**src/rtl/cpu_types_pkg.sv**
```systemverilog
// Shared pipeline types: latch commands, register index and hazard FSM states.
package cpu_types_pkg;

  typedef enum logic [1:0] {
    PIPE_ENABLE = 2'b00,  // load the latch
    PIPE_STALL  = 2'b01,  // hold current contents
    PIPE_NOP    = 2'b10   // load a bubble
  } pipe_state_t;

  typedef logic [4:0] regbits_t;

  typedef enum logic [1:0] {
    RUN    = 2'b00,
    DRAIN  = 2'b01,
    HALTED = 2'b10
  } hzfsm_t;

  // Load in EX feeding a source of the ID instruction; $0 never creates a hazard.
  function automatic logic load_use(input logic     e_dren,
                                    input regbits_t e_rt,
                                    input regbits_t d_rs,
                                    input regbits_t d_rt,
                                    input logic     d_uses_rt);
    return e_dren && (e_rt != '0) &&
           ((e_rt == d_rs) || (d_uses_rt && (e_rt == d_rt)));
  endfunction

endpackage

```
**src/rtl/sat_counter.sv**
```systemverilog
// Saturating up-counter: sticks at all-ones, at most one step per cycle.
module sat_counter #(
  parameter int W = 32
) (
  input  logic         CLK,
  input  logic         RST,
  input  logic         inc,
  output logic [W-1:0] count
);

  // Count events until all-ones, then hold.
  always_ff @(posedge CLK or posedge RST) begin
    if (RST)                         count <= '0;
    else if (inc && (count != '1))   count <= count + W'(1);
  end

endmodule

```
**src/rtl/pipe_hazard_ctrl.sv**
```systemverilog
// Pipeline hazard control: latch commands, PC enable, halt drain and
// stall/flush performance counters.
module pipe_hazard_ctrl
  import cpu_types_pkg::*;
#(
  parameter int DRAIN_CYCLES = 2,
  parameter int CNT_W        = 32
) (
  input  logic             CLK,
  input  logic             RST,
  input  logic             ihit,
  input  logic             dhit,
  input  logic             m_dREN,
  input  logic             m_dWEN,
  input  logic             e_dREN,
  input  regbits_t         e_rt,
  input  regbits_t         d_rs,
  input  regbits_t         d_rt,
  input  logic             d_uses_rt,
  input  logic             e_take,
  input  logic             e_halt,
  output pipe_state_t      fd_state,
  output pipe_state_t      de_state,
  output pipe_state_t      em_state,
  output pipe_state_t      mw_state,
  output logic             pc_en,
  output logic             halt,
  output logic [CNT_W-1:0] stall_cnt,
  output logic [CNT_W-1:0] flush_cnt
);

  localparam int DW = (DRAIN_CYCLES < 1) ? 1 : $clog2(DRAIN_CYCLES + 1);

  hzfsm_t        state_q, state_d;
  logic [DW-1:0] drain_q, drain_d;
  logic          halt_q;
  logic          memwait, loaduse;
  logic          stall_inc, flush_inc;

  assign memwait = (m_dREN | m_dWEN) & ~dhit;
  assign loaduse = load_use(e_dREN, e_rt, d_rs, d_rt, d_uses_rt);

  // Priority resolution of latch commands and next FSM state; reset forces bubbles.
  always_comb begin
    fd_state  = PIPE_ENABLE;
    de_state  = PIPE_ENABLE;
    em_state  = PIPE_ENABLE;
    mw_state  = PIPE_ENABLE;
    pc_en     = 1'b1;
    stall_inc = 1'b0;
    flush_inc = 1'b0;
    state_d   = state_q;
    drain_d   = drain_q;
    if (RST) begin
      fd_state = PIPE_NOP;
      de_state = PIPE_NOP;
      em_state = PIPE_NOP;
      mw_state = PIPE_NOP;
      pc_en    = 1'b0;
    end else begin
      case (state_q)
        RUN: begin
          if (memwait) begin
            // Freeze everything upstream of MEM; a pending branch stays in EX.
            fd_state  = PIPE_STALL;
            de_state  = PIPE_STALL;
            em_state  = PIPE_STALL;
            mw_state  = PIPE_NOP;
            pc_en     = 1'b0;
            stall_inc = 1'b1;
          end else if (e_halt) begin
            // Stop fetching younger work and let older instructions retire.
            fd_state  = PIPE_NOP;
            de_state  = PIPE_NOP;
            pc_en     = 1'b0;
            stall_inc = loaduse | ~ihit;
            state_d   = DRAIN;
            drain_d   = DW'(DRAIN_CYCLES);
          end else if (e_take) begin
            fd_state  = PIPE_NOP;
            de_state  = PIPE_NOP;
            flush_inc = 1'b1;
          end else if (loaduse) begin
            fd_state  = PIPE_STALL;
            de_state  = PIPE_NOP;
            pc_en     = 1'b0;
            stall_inc = 1'b1;
          end else if (!ihit) begin
            fd_state  = PIPE_NOP;
            pc_en     = 1'b0;
            stall_inc = 1'b1;
          end
        end
        DRAIN: begin
          fd_state = PIPE_NOP;
          de_state = PIPE_NOP;
          pc_en    = 1'b0;
          if (memwait) begin
            em_state  = PIPE_STALL;
            mw_state  = PIPE_NOP;
            stall_inc = 1'b1;
          end else begin
            drain_d = drain_q - DW'(1);
            if (drain_q == DW'(1)) state_d = HALTED;
          end
        end
        default: begin
          fd_state = PIPE_NOP;
          de_state = PIPE_NOP;
          em_state = PIPE_NOP;
          mw_state = PIPE_NOP;
          pc_en    = 1'b0;
        end
      endcase
    end
  end

  // FSM, drain counter and sticky halt flag.
  always_ff @(posedge CLK or posedge RST) begin
    if (RST) begin
      state_q <= RUN;
      drain_q <= '0;
      halt_q  <= 1'b0;
    end else begin
      state_q <= state_d;
      drain_q <= drain_d;
      halt_q  <= halt_q | (state_d == HALTED);
    end
  end

  assign halt = halt_q;

  sat_counter #(.W(CNT_W)) u_stall_cnt (
    .CLK   (CLK),
    .RST   (RST),
    .inc   (stall_inc),
    .count (stall_cnt)
  );

  sat_counter #(.W(CNT_W)) u_flush_cnt (
    .CLK   (CLK),
    .RST   (RST),
    .inc   (flush_inc),
    .count (flush_cnt)
  );

endmodule

```
**config.mk**
```make
export PLATFORM = sky130hd
export DESIGN_NAME = pipe_hazard_ctrl
export DESIGN_NICKNAME = d
export VERILOG_FILES = /design/src/rtl/cpu_types_pkg.sv /design/src/rtl/sat_counter.sv /design/src/rtl/pipe_hazard_ctrl.sv
export SDC_FILE = /design/constraint.sdc
export NUM_CORES = 1
export LEC_CHECK = 0
export ABC_CLOCK_PERIOD_IN_PS = 2400
export CAP_MARGIN = 40
export CORE_MARGIN = 5
export CORE_UTILIZATION = 25
export DETAILED_ROUTE_END_ITERATION = 10
export PLACE_DENSITY_LB_ADDON = 0.2
export SETUP_SLACK_MARGIN = 0.1
export SYNTH_ARGS = -nofsm -noshare
export SYNTH_HDL_FRONTEND = slang
export SYNTH_SLANG_ARGS = --single-unit
```
**constraint.sdc**
```tcl
create_clock -name CLK -period 2.4 [get_ports CLK]
set_clock_uncertainty 0.15 [all_clocks]
set_input_delay 0.36 -clock CLK [delete_from_list [all_inputs] [get_ports CLK]]
set_output_delay 0.36 -clock CLK [all_outputs]
set_load 0.005 [all_outputs]
```
# Word level (Yosys, flattened, before mapping)
# Cells that the tools add are included.
totals:
  reg_bits: 69
  inputBits: 25
  output_inout_bits: 74
op_classes:
  addsub: 3
  n_eq_ne: 10
  muxes: 49
  n_bitwise: 7
  n_reduce_logical: 11
op_table:
  columns: ["op", "count"]
  rows:
  - ["32-bit by 1-bit adder with 32-bit output (second input constant)", 2]
  - ["32-bit inequality test (second input constant)", 2]
  - ["2-bit 2-to-1 mux", 26]
  - ["1-bit 2-to-1 mux", 20]
  - ["5-bit == test", 2]
  - ["2-bit case mux with 2 select lines", 2]
  - ["2-bit inequality test (second input constant)", 3]
  - ["1-bit logical AND", 5]
  - ["5-bit AND reduction", 1]
  - ["5-bit nonzero test", 1]
  - ["2-bit by 1-bit == test with 1-bit output (second input constant)", 2]
  - ["1-bit NOT", 3]
  - ["1-bit bitwise OR", 3]
  - ["2-bit == test (second input constant)", 1]
  - ["2-bit logical NOT", 1]
  - ["1-bit case mux with 2 select lines", 1]
  - ["2-bit nonzero test", 1]
  - ["2-bit OR reduction", 1]
  - ["2-bit by 1-bit subtractor with 2-bit output (second input constant)", 1]
  - ["1-bit AND", 1]
  - ["1-bit logical OR", 1]

# Logic depth before layout (Yosys ltp)
depth:
  ltp_word: 11
  ltp_mapped: 8

# By module
# From an unflattened synthesis, not the netlist that was laid out.
hier_totals:
  cells_unflattened: 353
  hier_area_um2: 3698.5
modules_own_cells:
  columns: ["module", "n_inst", "cells_per_inst", "area_per_inst_um2", "seq_area_each_um2"]
  rows:
  - ["sat_counter (u_stall_cnt)", 1, 151, 1647.8, 800.8]
  - ["sat_counter (u_flush_cnt)", 1, 139, 1561.5, 800.8]
  - ["pipe_hazard_ctrl", 1, 63, 489.2, 125.1]

# Least setup slack after synthesis
# OpenSTA, ideal clock, no wires.
synth_timing:
  kind: "input to register"
  startpoint: "input RST"
  endpoint: "register halt_q (netlist: halt)"
  t_arrival_ns: 2.233
  path_slack_ns: -0.046
  path_stages: 3
  n_path_buf: 0
  cell_sequence: "inv_1 -> a41o_1 -> a21o_1"
synth_between:
  elab_chain_cells: 3
synth_rtl:
  columns: ["item", "line", "text"]
  rows:
  - ["from (decl)", "pipe_hazard_ctrl.sv:10", "input logic RST,"]
  - ["2-bit 2-to-1 mux", "pipe_hazard_ctrl.sv:54", "if (RST) begin"]
  - ["net state_d[1]", "pipe_hazard_ctrl.sv:34", "hzfsm_t state_q, state_d;"]
  - ["2-bit == test", "pipe_hazard_ctrl.sv:127", "halt_q <= halt_q | (state_d == HALTED);"]
  - ["1-bit bitwise OR", "pipe_hazard_ctrl.sv:127", null]
  - ["to (signal assigned)", "pipe_hazard_ctrl.sv:127", null]
  - ["to (decl)", "pipe_hazard_ctrl.sv:36", "logic halt_q;"]
# The timed path passes the listed nets, and every way through them passes these cells.
# A chain may end at the register's enable or synchronous reset.

# Worst setup path after layout
layout_timing:
  startpoint: "input dhit"
  endpoint: "register u_stall_cnt.count[3]"
layout_between:
  elab_chain_cells: 6
  word_cells_on_any_way: 7
  classes_between: "mux: 4; bitwise: 2; reduce/logical: 1"
layout_rtl:
  columns: ["item", "line", "text"]
  rows:
  - ["from (decl)", "pipe_hazard_ctrl.sv:12", "input logic dhit,"]
  - ["1-bit NOT (*)", "pipe_hazard_ctrl.sv:40", "assign memwait = (m_dREN | m_dWEN) & ~dhit;"]
  - ["1-bit AND (*)", "pipe_hazard_ctrl.sv:40", null]
  - ["1-bit 2-to-1 mux (on tied branches)", "pipe_hazard_ctrl.sv:98, pipe_hazard_ctrl.sv:63", null]
  - ["1-bit case mux with 2 select lines (*)", "pipe_hazard_ctrl.sv:61", "case (state_q)"]
  - ["1-bit 2-to-1 mux (*)", "pipe_hazard_ctrl.sv:54", null]
  - ["1-bit logical AND (*)", "sat_counter.sv:14", "else if (inc && (count != '1)) count <= count + W'(1);"]
  - ["to (signal assigned)", "sat_counter.sv:14", null]
  - ["to (decl)", "sat_counter.sv:8", "output logic [W-1:0] count"]
# Mark *: on every way between the ends. The rest lies on a longest branch, timed or not.

==> results by group <==
Run status
  • Status: complete, no violations

Worst setup path
  • Worst Path Required: 2.50 ns
  • Crit path kind: primary input to flip-flop
  • WP data arrival: 2.36 ns
  • Startpoint Class: primary input
  • Crit end category: flip-flop
  • Crit Reg-Reg Startpoint: u_flush_cnt.count[1]$_DFFE_PP0P_
  • Worst-case reg-to-reg path depth: 8
  • Setup slack, reg-to-reg: 0.17 ns
  • Critical R2R Capture: u_flush_cnt.count[28]$_DFFE_PP0P_
  • CP max FO: 13

Yosys
  • Syn_area_per_cell: 10.2 sq um
  • Syn_nets: 382
  • Top-area cell type share of the netlist area: 0.480
  • Synth cell types: 48
  • Syn Inst Count: 354
  • EDFF count, synth: 0
  • Post-synthesis sequential element count: 69
  • Part of the Yosys area used for sequential elements: 0.480
  • Syn. warnings: 0
  • Leading area contributor after synthesis: dfrtp_1
  • Top cells by area, synth: dfrtp_1 48%, xor2_1 10%, xnor2_1 6.8%
  • Cell area after synthesis: 0.00360 sq mm
  • Post-synth top flop: dfrtp_1
  • Ys async rst share: 1.00

STA
  • Final number of setup-violating endpoints: 0
  • Period utilization: 0.943
  • RSZ-0062 raised after global routing: true
  • Setup TNS: 0 ns
  • Max Clk Rate: 442 MHz
  • Fin. Hold Viols: 0
  • Final hold slack: 0.205 ns
  • Minimum clock period: 2.26 ns
  • Max-slew violation total from the final report: 0

Cells and area
  • Fillers: 1376
  • Commonest non-fill, non-tap cell in the layout: clkdlybuf4s50_1
  • Layout Utilization: 0.414
  • Multi-input logic area: 0.00193 sq mm
  • Inserted Diodes: 0
  • Most frequent cells in the layout: 71 x clkdlybuf4s50_1, 68 x dfrtp_1, 66 x buf_4, 43 x xor2_1
  • Register area: 0.00173 sq mm
  • Net count reported at finish: 554
  • Post-Layout Cell Count: 711
  • Syn-to-layout area delta: 61.0%
  • Layout cells sized above 1: 0.264

Clock network
  • CTS max path bufs: 2
  • Clock root cell: clkbuf_16
  • TritonCTS buffer count: 9
  • CTS tree: done
  • Hold buffers post-CTS: 0
  • Reg clk slew, reported paths: 0.05 ns
  • H-Tree Depth: 3
  • Clock latency at the later pin of the worst-skew pair: 0.32 ns
  • Sink Count: 69

Global routing
  • Total track usage: 0.121
  • Largest net degree at the start of global routing: 70
  • GR Util met2: 0.194
  • Met3 Usage GRT: 0.0172
  • Global-route wire length before repair: 16.4 mm
  • Total gr overflow: 0
  • Gr busiest metal: met2
  • Vias in the first global route: 3228
  • Initial antenna violation count: 0
  • Global-route met1 utilization: 0.163

Floorplan
  • Rows: 43
  • Chip height: 130 microns
  • Num ports: 99
  • Die width: 130 microns
  • Core Area: 0.0140 sq mm
  • Die ar.: 0.0169 sq mm
  • Initial cell density of the core: 0.257

Power and ir drop
  • P_int: 2.53 mW
  • Leak: 2.64 nW
  • Max VDD drop: 368 uV
  • Clock power share: 0.379
  • Seq pwr share: 0.409
  • Comb pwr share: 0.212
  • Power Density: 596 mW/mm^2
  • Sw frac: 0.267
  • Net Sw Power: 0.920 mW

Worst hold path
  • HP Class: primary input to async pin

Placement
  • Cell count after placement: 681
  • I/O Buffers: 97
  • Final Wtd Congestion: 0.809
  • HPWL Detailed: 7.33 mm

Detailed routing
  • Vias after detailed routing: 3290
  • Number of vias per cell: 4.63
  • Drt first pass iters: 4
  • Remaining DRCs: 0
  • Detailed Route Iter0 Violations: 102
  • Routed wire per std cell: 14.7 microns
  • WL final: 10.5 mm
  • ANT nets after route: 0

Run
  • Max-Cap Viols: 0
[cell families (layout without fill, tap and decap cells)]
kind of cell,count (synthesis),after routing,synth area share
other,1,1,0.00104
XOR/XNOR,71,71,0.173
AND/OR/NAND/NOR,167,167,0.252
multiplexers,2,2,0.00626
adder cells (fa/ha/maj),3,3,0.0104
flip-flops,69,69,0.480
buffers and inverters,21,198,0.0258
AO/OA/AOI/OAI,20,20,0.0515
[metrics by stage]
stage | instance area [sq um] | power (mW) | setup slack, ns
5_1_grt | 5790 | 3.64 | 0.0411
6_report | 5790 | 3.45 | 0.138
4_1_cts | 5590 | 3.48 | 0.0359
2_1_floorplan | 3600 | 1.70 | 0.102
3_3_place_gp | 5240 | 2.11 | -0.451
3_5_place_dp | 5240 | 2.13 | -0.451
[metal layers]
layer / up-vias / part of all wire
met1: 1616 / 0.47
met3: 12 / 0.036
met5: - / 0
met2: 71 / 0.47
met4: 0 / 0.017
li1: 1591 / -
[sequential cells by signal, summed over array words and instances (netlist names)]
name and flops:
drain_q 2, state_q 2, u_stall_cnt.count 32, halt 1, u_flush_cnt.count 32
[power by group through the flow]
| stage | Sequential, mW | Clock, mW | Combinational (mW) |
|---|---|---|---|
| 6_report | 1.41 | 1.31 | 0.731 |
| 5_1_grt | 1.43 | 1.41 | 0.801 |
| 4_1_cts | 1.41 | 1.37 | 0.708 |
| 3_5_place_dp | 1.43 | 0 | 0.701 |
| 3_3_place_gp | 1.42 | 0 | 0.689 |
| 2_1_floorplan | 1.42 | 0 | 0.279 |
[worst max-delay path: stages]
cell,delay (ns)
clkdlybuf4s50_1,0.40
o21bai_4,0.18
buf_6,0.14
buf_4,0.13
o31ai_2,0.06
a31o_2,0.14
o211ai_1,0.16
buf_4,0.20
buf_6,0.15
nor3_1,0.27
xor2_1,0.17
[Yosys cell counts (2+ instances only)]
master / n
dfrtp_1: 69
xor2_1: 43
nand3_1: 30
nor3_1: 30
xnor2_1: 28
nand2_1: 25
nor2_1: 20
nand4_1: 18
and3_1: 12
inv_1: 10
nor4_1: 8
clkbuf_1: 7
and4_1: 6
a21oi_1: 4
ha_1: 3
a31o_2: 2
and2_1: 2
buf_2: 2
mux2_2: 2
nor3b_1: 2
o211ai_1: 2
o21ai_0: 2
or4_4: 2
[worst max-delay path by stage]
| stage | startpoint | to | slack (ns) | cells past startpoint |
|---|---|---|---|---|
| global route | u_flush_cnt.count[0]$_DFFE_PP0P_ | u_flush_cnt.count[1]$_DFFE_PP0P_ | 0.04 | 6 |
| floorplan | u_flush_cnt.count[0]$_DFFE_PP0P_ | u_flush_cnt.count[2]$_DFFE_PP0P_ | 0.10 | 7 |
| global placement | RST | u_flush_cnt.count[25]$_DFFE_PP0P_ | -0.45 | 7 |
| CTS | d_rs[3] | de_state[1] | 0.04 | 8 |
| finish | dhit | u_stall_cnt.count[3]$_DFFE_PP0P_ | 0.14 | 11 |
| detailed placement | RST | u_flush_cnt.count[25]$_DFFE_PP0P_ | -0.45 | 7 |
[repair_timing]
item	in CTS	in global routing
cloned	0	2
resized for setup	38	38
pin swaps	17	23
setup buffers	5	7
setup endpoints to repair	21	39
[final cells by class]
type / count / area share
multi-input cells: 264 / 0.333
flip-flops and latches: 69 / 0.298
repair buffers: 172 / 0.272
clock buffers: 11 / 0.0419
well taps: 180 / 0.0389
clock inverters: 5 / 0.00864
inverters: 10 / 0.00713
Power figures use the tool's default switching activity.
